`config.mk`:
```
export PLATFORM = sky130hd
export DESIGN_NAME = qam4_carrier_mod
export DESIGN_NICKNAME = d
export VERILOG_FILES = /design/src/rtl/qam4_carrier_mod.sv
export SDC_FILE = /design/constraint.sdc
export NUM_CORES = 1
export LEC_CHECK = 0
export BUFFER_PORTS_ARGS = -buffer_cell sky130_fd_sc_hd__buf_2
export CAP_MARGIN = 20
export CELL_PAD_IN_SITES_DETAIL_PLACEMENT = 0
export CELL_PAD_IN_SITES_GLOBAL_PLACEMENT = 2
export CORE_MARGIN = 2
export CORE_UTILIZATION = 37
export CTS_CLUSTER_SIZE = 12
export DETAILED_ROUTE_END_ITERATION = 8
export PLACE_DENSITY = 0.83
export SYNTH_ARGS = -nofsm -noshare
export SYNTH_HDL_FRONTEND = slang
export SYNTH_SLANG_ARGS = --single-unit
```
`constraint.sdc`:
```
create_clock -name clock -period 2.4 [get_ports clock]
set_input_delay 0.24 -clock clock [delete_from_list [all_inputs] [get_ports clock]]
set_output_delay 0.24 -clock clock [all_outputs]
set_load 0.01 [all_outputs]
```
`src/rtl/qam4_carrier_mod.sv`:
```
`default_nettype none
// +----------------------------------------------------------------------------+
// | Module  : qam4_carrier_mod                                                  |
// | Brief   : 4-QAM carrier modulator; phase counter + quarter-wave sine LUT,   |
// |           3-stage registered pipeline, symbol-timing master for the S2P.    |
// | Revision: 1.0 - initial release                                             |
// +----------------------------------------------------------------------------+
module qam4_carrier_mod #(
   parameter int PHASE_W      = 6,
   parameter int AMP_W        = 8,
   parameter int CARR_PER_SYM = 1,
   parameter int DC_LEAD      = 4
) (
   input  logic                    clock,
   input  logic                    reset,
   input  logic [1:0]              elojel_sin_cos,
   output logic                    data_change,
   output logic signed [AMP_W-1:0] sin_out,
   output logic signed [AMP_W-1:0] cos_out,
   output logic signed [AMP_W:0]   qam_out,
   output logic                    sample_valid
);

   localparam int c_lut_n  = 2 ** (PHASE_W - 2);
   localparam int c_addr_w = PHASE_W - 2;
   localparam int c_mag_w  = AMP_W - 1;
   localparam int c_sym_w  = (CARR_PER_SYM > 1) ? $clog2(CARR_PER_SYM) : 1;

   localparam logic [c_sym_w-1:0] c_sym_last   = c_sym_w'(CARR_PER_SYM - 1);
   localparam logic [PHASE_W-1:0] c_phase_last = '1;
   localparam logic [PHASE_W-1:0] c_dc_phase   = PHASE_W'((2 ** PHASE_W) - 1 - DC_LEAD);
   localparam logic [PHASE_W-1:0] c_cos_off    = PHASE_W'(c_lut_n);

   // Elaboration-time round(peak*sin(pi/2*(k+0.5)/Q)) in Q2.28 fixed point (Taylor series).
   function automatic logic [c_mag_w-1:0] lut_mag(input int k);
      longint x;
      longint x2;
      longint term;
      longint acc;
      longint res;
      x    = (64'sd843314857 * longint'(2 * k + 1)) / longint'(4 * c_lut_n);
      x2   = (x * x) >>> 28;
      term = x;
      acc  = x;
      for (int n = 1; n <= 12; n++) begin
         term = -((term * x2) >>> 28) / longint'((2 * n) * (2 * n + 1));
         acc  = acc + term;
      end
      res = ((longint'((2 ** c_mag_w) - 1) * acc) + (64'sd1 <<< 27)) >>> 28;
      return c_mag_w'(res);
   endfunction

   logic [c_mag_w-1:0] w_lut [c_lut_n];

   for (genvar gk = 0; gk < c_lut_n; gk++) begin : g_lut
      localparam logic [c_mag_w-1:0] c_mag = lut_mag(gk);
      assign w_lut[gk] = c_mag;
   end

   // ---------------- phase / symbol timing ----------------
   logic [PHASE_W-1:0] r_phase;
   logic [c_sym_w-1:0] r_sym_cnt;
   logic [1:0]         r_sign;
   logic               r_data_change;

   logic               w_wrap;
   logic               w_boundary;
   logic [PHASE_W-1:0] w_phase_nxt;
   logic [c_sym_w-1:0] w_sym_nxt;
   logic [1:0]         w_sign_now;
   logic               w_dc_nxt;
   logic [PHASE_W-1:0] w_cos_phase;

   always_comb begin
      w_wrap      = (r_phase == c_phase_last);
      w_boundary  = (r_phase == '0) && (r_sym_cnt == '0);
      w_phase_nxt = r_phase + 1'b1;
      w_sym_nxt   = r_sym_cnt;
      if (w_wrap) begin
         w_sym_nxt = (r_sym_cnt == c_sym_last) ? '0 : r_sym_cnt + 1'b1;
      end
      // The boundary sample must already carry the freshly sampled sign word.
      w_sign_now  = w_boundary ? elojel_sin_cos : r_sign;
      w_dc_nxt    = (w_phase_nxt == c_dc_phase) && (w_sym_nxt == c_sym_last);
      w_cos_phase = r_phase + c_cos_off;
   end

   always_ff @(posedge clock) begin
      if (!reset) begin
         r_phase       <= '0;
         r_sym_cnt     <= '0;
         r_sign        <= 2'b00;
         r_data_change <= 1'b0;
      end else begin
         r_phase       <= w_phase_nxt;
         r_sym_cnt     <= w_sym_nxt;
         r_sign        <= w_sign_now;
         r_data_change <= w_dc_nxt;
      end
   end

   // ---------------- S1: quadrant / address decode ----------------
   logic                r1_valid;
   logic [c_addr_w-1:0] r1_sin_addr;
   logic [c_addr_w-1:0] r1_cos_addr;
   logic                r1_sin_qneg;
   logic                r1_cos_qneg;
   logic [1:0]          r1_sign;

   always_ff @(posedge clock) begin
      if (!reset) begin
         r1_valid    <= 1'b0;
         r1_sin_addr <= '0;
         r1_cos_addr <= '0;
         r1_sin_qneg <= 1'b0;
         r1_cos_qneg <= 1'b0;
         r1_sign     <= 2'b00;
      end else begin
         r1_valid    <= 1'b1;
         r1_sin_addr <= r_phase[PHASE_W-2] ? ~r_phase[c_addr_w-1:0] : r_phase[c_addr_w-1:0];
         r1_cos_addr <= w_cos_phase[PHASE_W-2] ? ~w_cos_phase[c_addr_w-1:0]
                                               : w_cos_phase[c_addr_w-1:0];
         r1_sin_qneg <= r_phase[PHASE_W-1];
         r1_cos_qneg <= w_cos_phase[PHASE_W-1];
         r1_sign     <= w_sign_now;
      end
   end

   // ---------------- S2: LUT read and sign application ----------------
   logic                    r2_valid;
   logic signed [AMP_W-1:0] r2_sin;
   logic signed [AMP_W-1:0] r2_cos;
   logic signed [AMP_W-1:0] w_sin_pos;
   logic signed [AMP_W-1:0] w_cos_pos;
   logic                    w_sin_neg;
   logic                    w_cos_neg;

   always_comb begin
      w_sin_pos = signed'({1'b0, w_lut[r1_sin_addr]});
      w_cos_pos = signed'({1'b0, w_lut[r1_cos_addr]});
      // Quadrant negation and sign-word negation collapse into a single conditional negate.
      w_sin_neg = r1_sin_qneg ^ r1_sign[1];
      w_cos_neg = r1_cos_qneg ^ r1_sign[0];
   end

   always_ff @(posedge clock) begin
      if (!reset || !r1_valid) begin
         r2_valid <= 1'b0;
         r2_sin   <= '0;
         r2_cos   <= '0;
      end else begin
         r2_valid <= 1'b1;
         r2_sin   <= w_sin_neg ? -w_sin_pos : w_sin_pos;
         r2_cos   <= w_cos_neg ? -w_cos_pos : w_cos_pos;
      end
   end

   // ---------------- S3: sum and aligned output registers ----------------
   logic                    r3_valid;
   logic signed [AMP_W-1:0] r3_sin;
   logic signed [AMP_W-1:0] r3_cos;
   logic signed [AMP_W:0]   r3_qam;

   always_ff @(posedge clock) begin
      if (!reset || !r2_valid) begin
         r3_valid <= 1'b0;
         r3_sin   <= '0;
         r3_cos   <= '0;
         r3_qam   <= '0;
      end else begin
         r3_valid <= 1'b1;
         r3_sin   <= r2_sin;
         r3_cos   <= r2_cos;
         r3_qam   <= {r2_sin[AMP_W-1], r2_sin} + {r2_cos[AMP_W-1], r2_cos};
      end
   end

   assign data_change  = r_data_change;
   assign sin_out      = r3_sin;
   assign cos_out      = r3_cos;
   assign qam_out      = r3_qam;
   assign sample_valid = r3_valid;

endmodule
`default_nettype wire

```
==> summary.txt <==
Floorplan
  – Total core area: 8300 um^2
  – Die Area: 9420 um^2
  – IO Pins: 31
  – Rows: 33
  – Die height: 97.0 um
  – Initial Util: 38.6%
  – Die Width: 97.0 um

Logic synthesis
  – Predominant post-synthesis flop cell: dfxtp_1
  – Cells after synthesis: 351
  – Synth top area cells: dfxtp_1, ha_1, nor2_1
  – Post-synthesis sequential area ratio: 40.0%
  – Post-synth EDFFs: 0
  – Cell Area, Synth: 3200 um^2
  – Synth unique cells: 53
  – Syn_area_per_cell: 9.13 um^2
  – Syn nets: 386
  – Seq cells post-synth: 64
  – Yosys top cell by area: dfxtp_1
  – Post-synth top area share: 40.0%
  – Synth Warn #: 0
  – FFs w/ async S/R, synth: 0%

STA
  – Setup WS post-layout: 0.262 ns
  – Worst-margin pin slew: 0.536 ns
  – Relative slew slack: 64.2%
  – Min cycle time layout: 2.14 ns
  – Hold WS: 0.133 ns
  – RSZ-0062 raised after global routing: no
  – Total Neg Setup Slack: 0 ns
  – Achievable Freq: 0.468 GHz
  – Final Cycle Share: 89.1%
  – Final hold vios: 0
  – Worst Clk Skew: 0.00957 ns
  – Slew Viols, Final: 0
  – Final setup violation count: 0

Placement
  – Port Buf Inserts: 30
  – Hpwl dp: 4780 um
  – Placer Congestion: 0.795
  – Inst Count DP: 479
  – Pre-CTS setup slack: 0.163 ns
  – Cell Area, Placed: 3470 um^2

GRT
  – Largest net degree at the start of global routing: 23
  – Vias in the first global route: 2,294
  – GRT Overall Usage: 14.4%
  – GRT overflow: 0
  – Initial antenna violation count: 0
  – First-pass GRT wire length: 11,100 um

Clocking
  – Clock sink total: 64
  – TritonCTS clock tree: yes
  – H-tree Lvls: 3
  – Clock transition at path regs: 0.07 ns
  – CTS buffer count: 9
  – # hold bufs at CTS: 0
  – Max Root-Sink Buffers: 2
  – Worst skew pair latency: 0.34 ns
  – Root Driver: clkbuf_8

Worst setup path
  – Crit path max fanout: 8
  – CP startpoint kind: flop
  – CP arrival: 2.42 ns
  – Crit end category: flop
  – CP peak stage delay: 0.50 ns
  – Slowest-stage cell, CP: or4_1
  – Critical path origin: r1_cos_addr[1]
  – Crit-path cells: inv_2 -> ha_1 -> or2_2 -> nand2_1 -> a21oi_1 -> inv_1 -> ha_1 -> nand3_1 -> or4_1 -> nand3_1
  – Reg-to-Reg Start: r1_cos_addr[1]
  – Worst Path Required: 2.68 ns
  – Critical Setup Path Class: reg2reg

Finish
  – Fill count: 827
  – Design Area, Final: 3640 um^2
  – # diodes: 0
  – Final nets: 420
  – Fin cells: 494
  – Sequential cell area: 1280 um^2
  – Area occupied by multi-input gates: 1770 um^2
  – Share of post-route cells with drive strength above 1: 17.5%
  – Syn-to-layout area delta: 13.5%

Drt
  – Routed len/inst: 12.9 um
  – Final ANT Viol Nets: 0
  – DRC viols: 0
  – Vias: 2,455
  – Via/cell ratio: 4.97
  – Drt first pass iters: 5
  – Drt first-iter violations: 88
  – Drt total wl: 6370 um

Power and ir drop
  – Peak supply drop: 0.274 mV
  – Power Dens Cells: 623 nW/um^2
  – Leak pwr: 1.73 nW

Run status
  – Status: finished, final reports clean

Min path
  – Hold Crit Class: in2reg
  – Hold_sp: elojel_sin_cos[0]

Job
  – Max Cap Viol: 0
==> area by class of cell <==
cell class                 count  area share (%)
clock buffer                  10            3.51
multi-input combinational    253            48.8
clock inverter                 5           0.964
tap                          105            3.61
timing repair buffer          39            5.99
sequential                    64            35.3
inverter                      18            1.86
==> layout by cell type, fill, tap and decap left out, types with 3 or more instances in the layout <==
cell type	instances
a31oi_1	5
buf_2	30
and2_1	6
or3_1	4
clkbuf_8	9
xor2_1	9
dfxtp_1	62
a21oi_1	23
nand2b_1	7
o21ai_0	13
ha_1	30
mux2i_1	5
nand2_1	17
nor3_1	9
a21o_1	6
xnor2_1	9
nor3b_1	7
o22ai_1	3
and3_1	19
o21a_1	3
inv_1	17
nand3_1	8
nor4_1	3
nor2_1	34
buf_4	9
==> per-stage QoR <==
| stage | power (W) | util [%] |
|---|---|---|
| floorplan | 0.00143 | - |
| global placement | 0.00152 | 41.8 |
| detailed placement | 0.00152 | 41.8 |
| CTS | 0.00231 | 43.8 |
| global route | 0.00241 | 43.8 |
| finish | 0.00227 | 43.8 |
==> kinds of logic (layout without fill, tap and decap cells) <==
group / after synthesis / count (layout) / synth area share (%)
and+or+nand+nor: 130 / 130 / 21.9
AOI/OAI and AO/OA: 68 / 68 / 13.9
muxes: 6 / 6 / 2.27
DFF: 64 / 64 / 40.0
adders and majority gates: 31 / 31 / 12.3
xor gates and xnor gates: 18 / 18 / 4.92
buffers and inverters: 34 / 72 / 4.65
==> worst paths after layout <==
check | to | slack [ns] | depth (start not counted)
setup reg to reg | r2_cos[6] | 0.26 | 10
hold / removal | r1_sign[0] | 0.13 | 3
setup / recovery | r2_cos[6] | 0.26 | 10
hold reg to reg | r_sym_cnt | 0.51 | 2
==> cell usage after synthesis, drive strengths merged (7+ instances only) <==
| cell type | number |
|---|---|
| o21ai | 13 |
| nor3 | 9 |
| and3 | 20 |
| nor2 | 34 |
| clkbuf | 12 |
| ha | 30 |
| nor3b | 7 |
| inv | 18 |
| dfxtp | 64 |
| nand3 | 8 |
| xnor2 | 9 |
| nand2b | 7 |
| xor2 | 9 |
| a21oi | 23 |
| nand2 | 17 |
==> metal layers <==
metal	vias to the layer above	global-route usage (%)	share of wire (%)
met5	-	0	0
met4	0	5.85	1.6
met1	1110	18.6	48
met2	48	22.5	46
li1	1288	-	-
met3	9	4.41	4.5
==> power by group <==
part	switching [W]	internal, W	leakage, nW
Sequential	0.0000441	0.00111	0.522
Combinational	0.000192	0.000148	1.13
Clock	0.000406	0.000368	0.0821
==> critical path, delay by kind of cell (launching register included) <==
kind | cells | cell delay [ns]
compound gates | 1 | 0.07
fa+ha+maj | 2 | 0.40
simple gates | 5 | 1.05
buf+inv | 2 | 0.14
flops | 1 | 0.41
==> registers in the layout, indices dropped and copies added, names as in the netlist <==
name          cells
cos_out           8
r1_sin_addr       4
r1_valid          1
r2_cos            8
sin_out           8
qam_out           9
r2_valid          1
r2_sin            8
r_phase           6
r1_sign           2
r_sym_cnt         1
sample_valid      1
r1_sin_qneg       1
r1_cos_addr       4
data_change       1
r1_cos_qneg       1
==> what timing repair did <==
item	CTS	global route
setup endpoints to repair	0	1
buffers inserted	0	0
resized for setup	0	2
Note: power is estimated with default switching activity, not from simulation.
